$ cat src/rtl/vga_timing_pkg.sv
// ----------------------------------------------------------------------------
// vga_timing_pkg
//   Shared VGA timing constants for 640x480@60 (25 MHz pixel rate), the
//   derivation of total line/frame lengths, sync-polarity constants and a
//   small helper that maps "inside the sync pulse" onto the output level.
//   No ports; imported by vga_sync_gen.
// ----------------------------------------------------------------------------
package vga_timing_pkg;

    // Horizontal timing, in pixels
    localparam int VGA_H_VISIBLE = 640;
    localparam int VGA_H_FRONT   = 16;
    localparam int VGA_H_SYNC    = 96;
    localparam int VGA_H_BACK    = 48;

    // Vertical timing, in lines
    localparam int VGA_V_VISIBLE = 480;
    localparam int VGA_V_FRONT   = 10;
    localparam int VGA_V_SYNC    = 2;
    localparam int VGA_V_BACK    = 33;

    // Sync polarity: the level driven while the sync pulse is active
    localparam logic SYNC_ACTIVE_LOW  = 1'b0;
    localparam logic SYNC_ACTIVE_HIGH = 1'b1;

    // Full period of one axis (visible + porches + sync)
    function automatic int span_total(input int visible, input int front,
                                      input int sync, input int back);
        return visible + front + sync + back;
    endfunction

    localparam int VGA_H_TOTAL = span_total(VGA_H_VISIBLE, VGA_H_FRONT,
                                            VGA_H_SYNC, VGA_H_BACK);   // 800
    localparam int VGA_V_TOTAL = span_total(VGA_V_VISIBLE, VGA_V_FRONT,
                                            VGA_V_SYNC, VGA_V_BACK);   // 525

    // Output level of a sync line given whether the pulse is active
    function automatic logic sync_level(input logic active, input logic pol);
        return active ? pol : ~pol;
    endfunction

endpackage

$ cat src/rtl/mod_counter.sv
// ----------------------------------------------------------------------------
// mod_counter
//   Modulo-N up counter with enable. Counts 0..N-1 and wraps to 0.
//   carry is combinational: high on the cycle an enabled count will wrap,
//   so it can directly enable a cascaded counter.
// Ports:
//   clk    in   system clock
//   rst    in   asynchronous active-high reset (count -> 0)
//   en     in   advance enable
//   count  out  current count, WIDTH bits
//   carry  out  en && count == N-1
// ----------------------------------------------------------------------------
module mod_counter #(
    parameter int N     = 800,
    parameter int WIDTH = 10
) (
    input  logic             clk,
    input  logic             rst,
    input  logic             en,
    output logic [WIDTH-1:0] count,
    output logic             carry
);

    localparam logic [WIDTH-1:0] LAST = WIDTH'(N - 1);

    assign carry = en && (count == LAST);

    always_ff @(posedge clk or posedge rst) begin
        if (rst) begin
            count <= '0;
        end else if (en) begin
            count <= carry ? '0 : count + 1'b1;
        end
    end

endmodule

$ cat src/rtl/vga_sync_gen.sv
// ----------------------------------------------------------------------------
// vga_sync_gen
//   VGA horizontal/vertical timing generator running in the system clock
//   domain, advanced by a one-clk pixel enable from the clock divider.
//   Two cascaded mod_counters hold the raw position; the top decodes sync
//   and visible regions and registers every output, so all outputs lag the
//   counters by one clk and are mutually aligned.
// Ports:
//   clk          in   system clock
//   rst          in   asynchronous active-high reset
//   pix_tick     in   pixel enable (may be held high continuously)
//   hsync        out  horizontal sync, active level SYNC_POL
//   vsync        out  vertical sync, active level SYNC_POL
//   video_on     out  displayed coordinate is inside the visible area
//   pix_x        out  displayed horizontal coordinate, CNT_W bits
//   pix_y        out  displayed vertical coordinate, CNT_W bits
//   frame_start  out  one-clk pulse alongside the first display of (0,0)
//                     after a frame wrap (none for the first frame after reset)
// Counter width must satisfy H_TOTAL <= 2**CNT_W and V_TOTAL <= 2**CNT_W.
// ----------------------------------------------------------------------------
module vga_sync_gen
    import vga_timing_pkg::*;
#(
    parameter int   H_VISIBLE = VGA_H_VISIBLE,
    parameter int   H_FRONT   = VGA_H_FRONT,
    parameter int   H_SYNC    = VGA_H_SYNC,
    parameter int   H_BACK    = VGA_H_BACK,
    parameter int   V_VISIBLE = VGA_V_VISIBLE,
    parameter int   V_FRONT   = VGA_V_FRONT,
    parameter int   V_SYNC    = VGA_V_SYNC,
    parameter int   V_BACK    = VGA_V_BACK,
    parameter logic SYNC_POL  = SYNC_ACTIVE_LOW,
    parameter int   CNT_W     = 10
) (
    input  logic             clk,
    input  logic             rst,
    input  logic             pix_tick,
    output logic             hsync,
    output logic             vsync,
    output logic             video_on,
    output logic [CNT_W-1:0] pix_x,
    output logic [CNT_W-1:0] pix_y,
    output logic             frame_start
);

    localparam int H_TOTAL = span_total(H_VISIBLE, H_FRONT, H_SYNC, H_BACK);
    localparam int V_TOTAL = span_total(V_VISIBLE, V_FRONT, V_SYNC, V_BACK);

    // Inclusive sync windows and visible limits in counter width
    localparam logic [CNT_W-1:0] H_SYNC_FIRST = CNT_W'(H_VISIBLE + H_FRONT);
    localparam logic [CNT_W-1:0] H_SYNC_LAST  = CNT_W'(H_VISIBLE + H_FRONT + H_SYNC - 1);
    localparam logic [CNT_W-1:0] V_SYNC_FIRST = CNT_W'(V_VISIBLE + V_FRONT);
    localparam logic [CNT_W-1:0] V_SYNC_LAST  = CNT_W'(V_VISIBLE + V_FRONT + V_SYNC - 1);
    localparam logic [CNT_W-1:0] H_VIS_LIMIT  = CNT_W'(H_VISIBLE);
    localparam logic [CNT_W-1:0] V_VIS_LIMIT  = CNT_W'(V_VISIBLE);

    logic [CNT_W-1:0] h_cnt;
    logic [CNT_W-1:0] v_cnt;
    logic             line_carry;
    logic             frame_wrap;

    // Horizontal counter advances on each pixel tick
    mod_counter #(
        .N     (H_TOTAL),
        .WIDTH (CNT_W)
    ) u_h_counter (
        .clk   (clk),
        .rst   (rst),
        .en    (pix_tick),
        .count (h_cnt),
        .carry (line_carry)
    );

    // Vertical counter advances only on a line carry; its carry is therefore
    // a tick taken at (H_TOTAL-1, V_TOTAL-1), i.e. the frame wrap.
    mod_counter #(
        .N     (V_TOTAL),
        .WIDTH (CNT_W)
    ) u_v_counter (
        .clk   (clk),
        .rst   (rst),
        .en    (line_carry),
        .count (v_cnt),
        .carry (frame_wrap)
    );

    // Region decode of the current counter position
    logic h_sync_zone;
    logic v_sync_zone;
    logic visible;

    always_comb begin
        h_sync_zone = (h_cnt >= H_SYNC_FIRST) && (h_cnt <= H_SYNC_LAST);
        v_sync_zone = (v_cnt >= V_SYNC_FIRST) && (v_cnt <= V_SYNC_LAST);
        visible     = (h_cnt < H_VIS_LIMIT) && (v_cnt < V_VIS_LIMIT);
    end

    // frame_wrap_q is in phase with the counters (high on the clk they read
    // (0,0) after a wrap); one more register lines frame_start up with the
    // registered coordinates. frame_wrap needs pix_tick and the counters
    // move on that tick, so the pulse is one clk wide for any tick spacing.
    logic frame_wrap_q;

    always_ff @(posedge clk or posedge rst) begin
        if (rst) begin
            hsync        <= ~SYNC_POL;
            vsync        <= ~SYNC_POL;
            video_on     <= 1'b0;
            pix_x        <= '0;
            pix_y        <= '0;
            frame_wrap_q <= 1'b0;
            frame_start  <= 1'b0;
        end else begin
            hsync        <= sync_level(h_sync_zone, SYNC_POL);
            vsync        <= sync_level(v_sync_zone, SYNC_POL);
            video_on     <= visible;
            pix_x        <= h_cnt;
            pix_y        <= v_cnt;
            frame_wrap_q <= frame_wrap;
            frame_start  <= frame_wrap_q;
        end
    end

endmodule

$ cat config.mk
export PLATFORM = sky130hd
export DESIGN_NAME = vga_sync_gen
export DESIGN_NICKNAME = d
export VERILOG_FILES = /design/src/rtl/vga_timing_pkg.sv /design/src/rtl/mod_counter.sv /design/src/rtl/vga_sync_gen.sv
export SDC_FILE = /design/constraint.sdc
export NUM_CORES = 1
export LEC_CHECK = 0
export ABC_AREA = 0
export CELL_PAD_IN_SITES_DETAIL_PLACEMENT = 1
export CELL_PAD_IN_SITES_GLOBAL_PLACEMENT = 1
export CORE_MARGIN = 4
export CORE_UTILIZATION = 42
export CTS_CLUSTER_SIZE = 28
export DETAILED_ROUTE_END_ITERATION = 16
export GPL_ROUTABILITY_DRIVEN = 1
export PLACE_DENSITY = 0.77
export SETUP_SLACK_MARGIN = 0.3
export SLEW_MARGIN = 20
export SYNTH_ARGS = -nofsm -noshare
export SYNTH_HDL_FRONTEND = slang
export SYNTH_SLANG_ARGS = --single-unit
$ cat constraint.sdc
create_clock -name clk -period 2.2 [get_ports clk]
set_clock_uncertainty 0.1 [all_clocks]
set_input_delay 0.22 -clock clk [delete_from_list [all_inputs] [get_ports clk]]
set_output_delay 0.22 -clock clk [all_outputs]
set_load 0.02 [all_outputs]
==> flow_metrics.tcl <==
set metrics [dict create \
    hold_ws_ns 0.2580 \
    worstMarginPinSlew_ns 0.5496 \
    die_width_um 72.54 \
    numCtsBuffers 5 \
    h-tree-depth 2 \
    critPathArrivalTime_ns 1.94 \
    dp_hpwl_um 2568 \
    wl_per_cell_um 16.48 \
    finalCritPeriodShare_pct 82.39 \
    postCtsHoldBufs 0 \
    power_leakage_nw 0.9998 \
    wl_met2_um 1897 \
    rsz0062_at_grt "no" \
    final_nets 182 \
    vdd_ir_drop_max_uv 660.2 \
    yosysWarningCount 0 \
    final-hold-violation-count 0 \
    r2r_end "u_v_counter.count[9]" \
    syn-num-nets 148 \
    met3_length_um 137 \
    setup.worst_path.start "u_h_counter.count[7]" \
    clkTransAtPathRegs_ns 0.08 \
    synthesis.area_sq_um 1749 \
    start_util_pct 43.73 \
    worstReg2RegStart "u_h_counter.count[7]" \
    endpoint_kind "register" \
    grt-ovfl-total 0 \
    ant_nets 0 \
    grt_pass1_wl_um 6561 \
    p_per_area_nw_per_um2 841.5 \
    holdPathStages 0 \
    drt_iter0_drc 33 \
    cts_tree "done" \
    fin_crit_ns 1.813 \
    r2r_setup_slack_ns 0.39 \
    path_class "reg -> reg" \
    drt_pre_antenna_iters 4 \
    grt_pass1_vias 1266 \
    syn_inst 140 \
    finalWirelength_um 3691 \
    maxSlewHeadroom_pct 63.36 \
    slowest_delay_ns 0.54 \
    cp_cell_sequence "nor3b_4, nand4_4, or4_1, o21ai_1" \
    drt-met1-wl_um 1576 \
    ios 27 \
    cts.sinks 45 \
    num_rows 23 \
    port_buffers 26 \
    clk_path_buf_depth 2 \
    n_antenna_cell 0 \
    top_layer "met4" \
    worstPathRequired_ns 2.32 \
    fmax_mhz 551.7 \
    routabilityCongestion 0.8620 \
    ys_ff_latch 45 \
    syn_area_per_cell_sq_um 12.49 \
    yosys.cell_types.count 35 \
    clk_latency_ns 0.29 \
    die_h_um 72.54 \
    cp_max_fo 10 \
    fp.coreArea_sq_um 4000 \
    slew_viol_final 0 \
    grt_max_degree 46 \
    tns_ns 0 \
    hold_class "reg -> reg" \
    worstHoldEndpoint "frame_start" \
    syn2layout_area_growth_pct 26.61 \
    setup_violations 0 \
    drc_errors 0 \
    dieArea_sq_um 5261 \
    synth-seq-area-share_pct 64.52 \
    r2r_cells 4 \
    root_buffer "clkbuf_8" \
    drive_above_1_share_pct 12.64 \
    maxCapViolations 0 \
    grtUsageTotal_pct 16.55 \
    grt_antenna_before_repair 0 \
    via_per_inst 5.371 \
    cp-start-kind "register" \
    hold_start "frame_wrap_q" \
    vias 1203 \
    status "completed" \
    slowest_stage "or4_1" \
]
-- layer usage --
layer  track usage (%)  up-vias
met5                 0        -
met4             7.377        0
met3             4.709        6
met2             25.85       21
met1             21.43      619
li1                  -      557
-- area by class of cell --
type | count | area, sq um
multi-input cells | 85 | 601.8
well taps | 50 | 62.56
clock inverters | 2 | 35.03
fillers | 415 | 1785
flip-flops and latches | 45 | 1130
inverters | 7 | 26.28
repair buffers | 30 | 290.3
clock buffers | 5 | 68.82
-- flip-flops by register name, summed over array words and instances (netlist names) --
signal / flops
u_h_counter.count: 10
frame_start: 1
pix_y: 10
u_v_counter.count: 10
vsync: 1
frame_wrap_q: 1
hsync: 1
video_on: 1
pix_x: 10
-- power breakdown --
group          total (mW)  switching, mW  internal (mW)
sequential           1.00         0.0864          0.916
clock               0.589          0.259          0.330
combinational       0.272          0.143          0.130
-- worst max path at each step --
| stage | to | slack [ns] | cells after the start |
|---|---|---|---|
| after floorplan | u_v_counter.count[9] | 0.54 | 5 |
| after global placement | u_v_counter.count[9] | 0.22 | 5 |
| after detailed placement | u_v_counter.count[9] | 0.14 | 5 |
| after CTS | u_v_counter.count[9] | 0.32 | 4 |
| after global routing | u_v_counter.count[9] | 0.29 | 4 |
| final | u_v_counter.count[9] | 0.39 | 4 |
-- cells by family (layout without fill, tap and decap cells) --
logic type,count (synthesis),in the layout,share of synthesized area (%)
adder cells (fa/ha/maj),5,5,3.577
buffers and inverters,10,44,2.432
XOR/XNOR,10,10,5.007
AO/OA/AOI/OAI,18,18,5.937
multiplexers,1,1,0.6437
flip-flops,45,45,64.52
AND/OR/NAND/NOR,51,51,17.88
-- cells in the final DEF, fill, tap and decap left out, types with 2 or more instances in the layout --
| master | count |
|---|---|
| dfrtp_1 | 42 |
| clkdlybuf4s50_1 | 26 |
| o21ai_0 | 8 |
| nand3_1 | 8 |
| nand4_1 | 8 |
| inv_1 | 7 |
| nand2_1 | 7 |
| xnor2_1 | 5 |
| xor2_1 | 5 |
| nor2_1 | 5 |
| clkbuf_8 | 5 |
| and3_1 | 4 |
| a21oi_1 | 4 |
| ha_1 | 4 |
| buf_4 | 4 |
| nor2b_1 | 2 |
| and4_1 | 2 |
| a31oi_1 | 2 |
| or3_1 | 2 |
| dfstp_2 | 2 |
-- cell usage after synthesis, drive strengths merged --
cell    number  area share, %
xnor2        5            2.5
nand2        7            1.5
and3b        1           0.50
a31oi        2           0.72
nand4        9            4.1
nand3        9            2.6
nor3b        2            1.1
dfstp        2            3.0
inv          7            1.5
nor3         1           0.29
nor4b        1           0.50
ha           5            3.6
dfrtp       43             62
o211ai       1           0.43
nor4         1           0.36
nand2b       1           0.36
and3         4            1.4
mux2         1           0.64
clkbuf       1           0.21
buf          2           0.72
a311oi       1           0.50
or3          2           0.72
and2         1           0.36
xor2         5            2.5
a311o        1           0.57
or4          1           0.43
nor2b        3            1.1
nor2         5            1.1
o21ai        9            2.6
a21oi        4            1.1
and4         3            1.5
-- worst max-delay path: cells and delay by family, from the launching register on --
| kind | cells | cell delay, ns |
|---|---|---|
| flops | 1 | 0.48 |
| simple gates | 3 | 1.08 |
| compound gates | 1 | 0.09 |
-- per-stage QoR --
step           util [%]  instances  setup slack, ns  area, sq um  total power, mW
6_report          55.36        224           0.3873         2215            1.864
5_1_grt           55.36        224           0.2880         2215            1.959
4_1_cts           54.71        223           0.3232         2188            1.890
3_5_place_dp      51.96        216           0.1388         2078            1.294
3_3_place_gp      51.96        216           0.2198         2078            1.280
2_1_floorplan         -        140           0.5396         1749            1.156
-- repair_timing --
item | in CTS | in global routing
resized for setup | 1 | 6
buffers inserted | 0 | 1
setup endpoints to repair | 4 | 5
pin swaps | 0 | 1
Power figures use the tool's default switching activity.
